<file path="config.mk">
export PLATFORM = sky130hd
export DESIGN_NAME = uart_tx_cfg
export DESIGN_NICKNAME = d
export VERILOG_FILES = /design/src/rtl/uart_tx_cfg.sv
export SDC_FILE = /design/constraint.sdc
export NUM_CORES = 1
export LEC_CHECK = 0
export ABC_AREA = 1
export BUFFER_PORTS_ARGS = -buffer_cell sky130_fd_sc_hd__buf_2
export CORE_MARGIN = 2
export CORE_UTILIZATION = 35
export DETAILED_ROUTE_END_ITERATION = 7
export GPL_TIMING_DRIVEN = 1
export HOLD_SLACK_MARGIN = 0.15
export PLACE_DENSITY = 0.49
export SYNTH_ARGS = -nofsm -noshare
export SYNTH_HDL_FRONTEND = slang
export SYNTH_SLANG_ARGS = --single-unit
</file>
<file path="constraint.sdc">
create_clock -name sys_clk -period 2.2 [get_ports sys_clk]
set_clock_uncertainty 0.1 [all_clocks]
set_input_delay 0.33 -clock sys_clk [delete_from_list [all_inputs] [get_ports sys_clk]]
set_output_delay 0.33 -clock sys_clk [all_outputs]
set_load 0.01 [all_outputs]
</file>
<file path="src/rtl/uart_tx_cfg.sv">
// Parametrised UART transmitter: configurable data width, parity and stop bits,
// valid/ready input handshake, registered serial output with busy/done status.
module uart_tx_cfg #(
   parameter int CLK_FREQ  = 50000000,
   parameter int UART_BPS  = 115200,
   parameter int DATA_BITS = 8,
   parameter int PARITY    = 0,
   parameter int STOP_BITS = 1
) (
   input  logic                 sys_clk,
   input  logic                 sys_rst,
   input  logic                 tx_valid,
   input  logic [DATA_BITS-1:0] tx_data,
   output logic                 tx_ready,
   output logic                 uart_txd,
   output logic                 tx_busy,
   output logic                 tx_done
);

   localparam int BPS_CNT = CLK_FREQ / UART_BPS;
   localparam int CW      = (BPS_CNT > 1) ? $clog2(BPS_CNT) : 1;
   localparam int BW      = 4;
   localparam logic [CW-1:0] CNT_MAX   = CW'(BPS_CNT - 1);
   localparam logic [BW-1:0] DATA_LAST = BW'(DATA_BITS - 1);
   localparam logic [BW-1:0] STOP_LAST = (STOP_BITS == 2) ? BW'(1) : BW'(0);
   localparam bit PAR_EN  = (PARITY == 1) || (PARITY == 2);
   localparam bit PAR_ODD = (PARITY == 1);

   typedef enum logic [2:0] {
      S_IDLE,
      S_START,
      S_DATA,
      S_PARITY,
      S_STOP
   } state_t;

   state_t               state;
   state_t               state_nx;
   logic [CW-1:0]        clk_cnt;
   logic [BW-1:0]        bit_cnt;
   logic [DATA_BITS-1:0] shreg;
   logic                 par_bit;
   logic                 txd_nx;
   logic                 done_nx;
   logic                 bit_end;
   logic                 last_data;
   logic                 last_stop;

   assign bit_end   = (clk_cnt == CNT_MAX);
   assign last_data = (bit_cnt == DATA_LAST);
   assign last_stop = (bit_cnt == STOP_LAST);

   always_ff @(posedge sys_clk or posedge sys_rst) begin
      if (sys_rst) begin
         state <= S_IDLE;
      end else begin
         state <= state_nx;
      end
   end

   always_comb begin
      state_nx = state;
      case (state)
         S_IDLE:   if (tx_valid) state_nx = S_START;
         S_START:  if (bit_end) state_nx = S_DATA;
         S_DATA:   if (bit_end && last_data) state_nx = PAR_EN ? S_PARITY : S_STOP;
         S_PARITY: if (bit_end) state_nx = S_STOP;
         S_STOP:   if (bit_end && last_stop) state_nx = S_IDLE;
         default:  state_nx = S_IDLE;
      endcase
   end

   // Output decode looks one bit ahead so uart_txd stays a plain register.
   always_comb begin
      txd_nx  = uart_txd;
      done_nx = 1'b0;
      case (state)
         S_IDLE:   txd_nx = ~tx_valid;
         S_START:  if (bit_end) txd_nx = shreg[0];
         S_DATA:   if (bit_end) txd_nx = last_data ? (PAR_EN ? par_bit : 1'b1) : shreg[1];
         S_PARITY: if (bit_end) txd_nx = 1'b1;
         S_STOP: begin
            txd_nx  = 1'b1;
            done_nx = bit_end && last_stop;
         end
         default:  txd_nx = 1'b1;
      endcase
   end

   always_ff @(posedge sys_clk or posedge sys_rst) begin
      if (sys_rst) begin
         clk_cnt <= '0;
         bit_cnt <= '0;
         shreg   <= '0;
         par_bit <= 1'b0;
      end else if (state == S_IDLE) begin
         clk_cnt <= '0;
         bit_cnt <= '0;
         if (tx_valid) begin
            shreg   <= tx_data;
            par_bit <= PAR_ODD ? ~^tx_data : ^tx_data;
         end
      end else begin
         clk_cnt <= bit_end ? '0 : clk_cnt + 1'b1;
         if (state_nx != state) begin
            bit_cnt <= '0;
         end else if (bit_end) begin
            bit_cnt <= bit_cnt + 1'b1;
         end
         if (state == S_DATA && bit_end) begin
            shreg <= shreg >> 1;
         end
      end
   end

   always_ff @(posedge sys_clk or posedge sys_rst) begin
      if (sys_rst) begin
         uart_txd <= 1'b1;
         tx_ready <= 1'b1;
         tx_busy  <= 1'b0;
         tx_done  <= 1'b0;
      end else begin
         uart_txd <= txd_nx;
         tx_ready <= (state_nx == S_IDLE);
         tx_busy  <= (state_nx != S_IDLE);
         tx_done  <= done_nx;
      end
   end

endmodule

</file>
==> flow_summary.yaml <==
synthesis:
  avgSynthCellArea_um2: 8.62
  synth_most_common_cell: "nand2_1"
  synthTopCellsByCount: "nand2_1, dfrtp_1, inv_1, nor2_1"
  synthFlopType: "dfrtp_1"
  yosysWarnings: 0
  syn_area_um2: 1600
  ys_ff_latch: 28
  synth.distinct_cells: 30
  yosys-top-cells-area: "dfrtp_1, nand2_1, inv_1"
  syn_inst: 186
  synth_nets: 201
  synth_largest_area_cell: "dfrtp_1"
  synth_top_area_share_pct: 40.6
  synth_seq_area_share_pct: 43.8
  async_flop_share_pct: 100
  synth_edf_count: 0
global_route:
  grt_pass1_wl_mm: 5.76
  antenna_found_initial: 0
  grt.overflow.total: 0
  gr-usage-all-layers_pct: 14.1
  grt_pass1_vias: 1275
  grt_start_max_net_pins: 29
drt:
  ant_nets: 0
  dr.pass1.iters: 4
  drt_wl_total_mm: 3.13
  vias: 1259
  viasPerCell: 4.96
  drc: 0
  drt_iter0_drc: 95
  routedWlPerCell_um: 12.3
power:
  seq_power_share_pct: 63.3
  ir_worst_vdd_v: 0.000237
  leakagePower_uw: 0.000837
  power.switching_uw: 166
  comb_power_share_pct: 2.7
  p_clk_share_pct: 34.0
  p_int_uw: 646
  cellPowerDensity_nw_per_um2: 463
  swShare_pct: 20.5
clock_tree:
  clockRootBuffer: "clkbuf_8"
  clockBufferDepth: 2
  htreeDepth: 1
  cts_tree: "done"
  cts_buffers: 3
  clock_latency_ns: 0.27
  cts_sinks: 28
  clk_pin_slew_ns: 0.09
final_layout:
  drive_gt1_share_pct: 27.2
  areaGrowthSynthToFinish_pct: 9.44
  nFillCells: 450
  final_area_um2: 1760
  antennaDiodeCount: 0
  finalNonFillerCells: 254
  fin_nets: 219
sta:
  rsz0062_at_grt: "no"
  min_period_ns: 1.73
  final_max_slew_viol_count: 0
  fmax_mhz: 577
  hold_violations: 0
  max_slew_margin_pct: 75.8
  finalSetupTns_ns: 0
  setup_violations: 0
  tightest_slew_ns: 0.363
  timing.final.crit_share_pct: 78.8
setup_path:
  crit_path_start_kind: "flip-flop"
  worst-setup-path-type: "reg2reg"
  worstPathRequired_ns: 2.26
  end_kind: "flip-flop"
  worstPathMaxFanout: 7
  arrival_ns: 1.79
  rr_worst_depth: 10
worst_hold_path:
  holdPathStages: 3
  min_path_type: "in2reg"
placed_design:
  hpwlAfterDp_mm: 2.38
  numPortBuffers: 14
  dp.cells: 250
  gp_congestion: 0.855
  dpl_cell_area_um2: 1700
job:
  drv_cap: 0
floorplan:
  rows: 24
  die_x_um: 71.7
  io_pins: 15
  core-area_um2: 4380
  initial_core_util_pct: 36.6
  fp.dieH_um: 71.7
  die_area_um2: 5140
run_status:
  outcome: "complete, no violations"
final timing paths:
path / startpoint / end / slack, ns
worst max-delay path: clk_cnt[1] / bit_cnt[1] / 0.47
worst min-delay path: tx_data[7] / shreg[7] / 0.19
worst max register to register: clk_cnt[1] / bit_cnt[1] / 0.47
worst min register to register: uart_txd / uart_txd / 0.39
max in group asynchronous: sys_rst / tx_ready / 1.13
min in group asynchronous: sys_rst / shreg[2] / 0.56
through the flow:
| step | total power (uW) | setup slack [ns] | hold WS, ns | util (%) |
|---|---|---|---|---|
| floorplan | 533 | 0.632 | 0.294 | - |
| detailed placement | 546 | 0.452 | 0.317 | 38.9 |
| global placement | 545 | 0.540 | 0.310 | 38.9 |
| finish | 812 | 0.467 | 0.186 | 40.0 |
| global route | 857 | 0.298 | 0.183 | 40.0 |
| CTS | 829 | 0.445 | 0.192 | 40.0 |
cells in the final DEF, fill, tap and decap left out, drive strengths merged:
cell type | synthesis | routed
a21boi | 1 | 1
a21oi | 8 | 8
a31oi | 7 | 7
buf | 3 | 15
clkbuf | 0 | 3
clkinv | 2 | 2
dfrtp | 26 | 26
dfstp | 2 | 2
dlygate4sd3 | 0 | 1
ha | 4 | 4
inv | 23 | 23
nand2 | 43 | 43
nand3 | 13 | 13
nand4 | 1 | 1
nor2 | 24 | 24
nor3 | 16 | 16
nor3b | 3 | 3
o211ai | 2 | 2
o21ai | 6 | 6
xnor2 | 1 | 1
xor2 | 1 | 1
sequential cells by signal, summed over array words and instances (netlist names):
name      flops
clk_cnt       9
tx_ready      1
tx_done       1
tx_busy       1
bit_cnt       4
state         3
shreg         8
uart_txd      1
cells by family after synthesis:
family                   after synthesis  synth area share [%]
AO/OA/AOI/OAI                         24                  9.52
adder cells (fa/ha/maj)                4                  3.12
AND/OR/NAND/NOR                      100                  33.9
buffers and inverters                 28                  8.50
flip-flops                            28                  43.8
XOR/XNOR                               2                  1.09
layout make-up:
cell class,count,area [um2],share of cell area [%]
tap,52,65.1,3.71
timing repair buffer,16,87.6,4.99
inverter,25,93.8,5.35
multi-input combinational,130,764,43.5
sequential,28,703,40.1
clock buffer,3,41.3,2.35
worst max-delay path, stage by stage (launching register included):
cell,delay (ns)
dfrtp_1,0.40
inv_1,0.06
ha_1,0.17
inv_1,0.05
nor2_1,0.11
nand2_2,0.10
nor2_8,0.14
nand2_2,0.07
nand2_1,0.08
a21boi_2,0.26
nor3_1,0.09
routing by layer:
layer,GRT usage [%],part of all wire [%],wire (um),vias up
met2,23.5,49,1530,15
met4,4.40,0.64,20,0
met3,2.11,2.5,79,2
li1,-,-,-,635
met1,18.8,48,1500,607
met5,0,0,0,-
power by group through the flow:
stage / Sequential, uW / Combinational (uW) / Clock (uW)
after floorplan: 524 / 8.29 / 0
after global placement: 524 / 20.9 / 0
after detailed placement: 524 / 21.6 / 0
after CTS: 514 / 22.8 / 292
after global routing: 515 / 25.8 / 317
final: 514 / 21.9 / 276
timing repair:
item / 4_1_cts / 5_1_grt
endpoints found under the hold margin: 26 / 0
setup buffers: 0 / 0
hold buffers: 1 / 0
gates resized for setup: 0 / 0
endpoints found under the setup margin: 0 / 0
(Power assumes the default switching activity.)
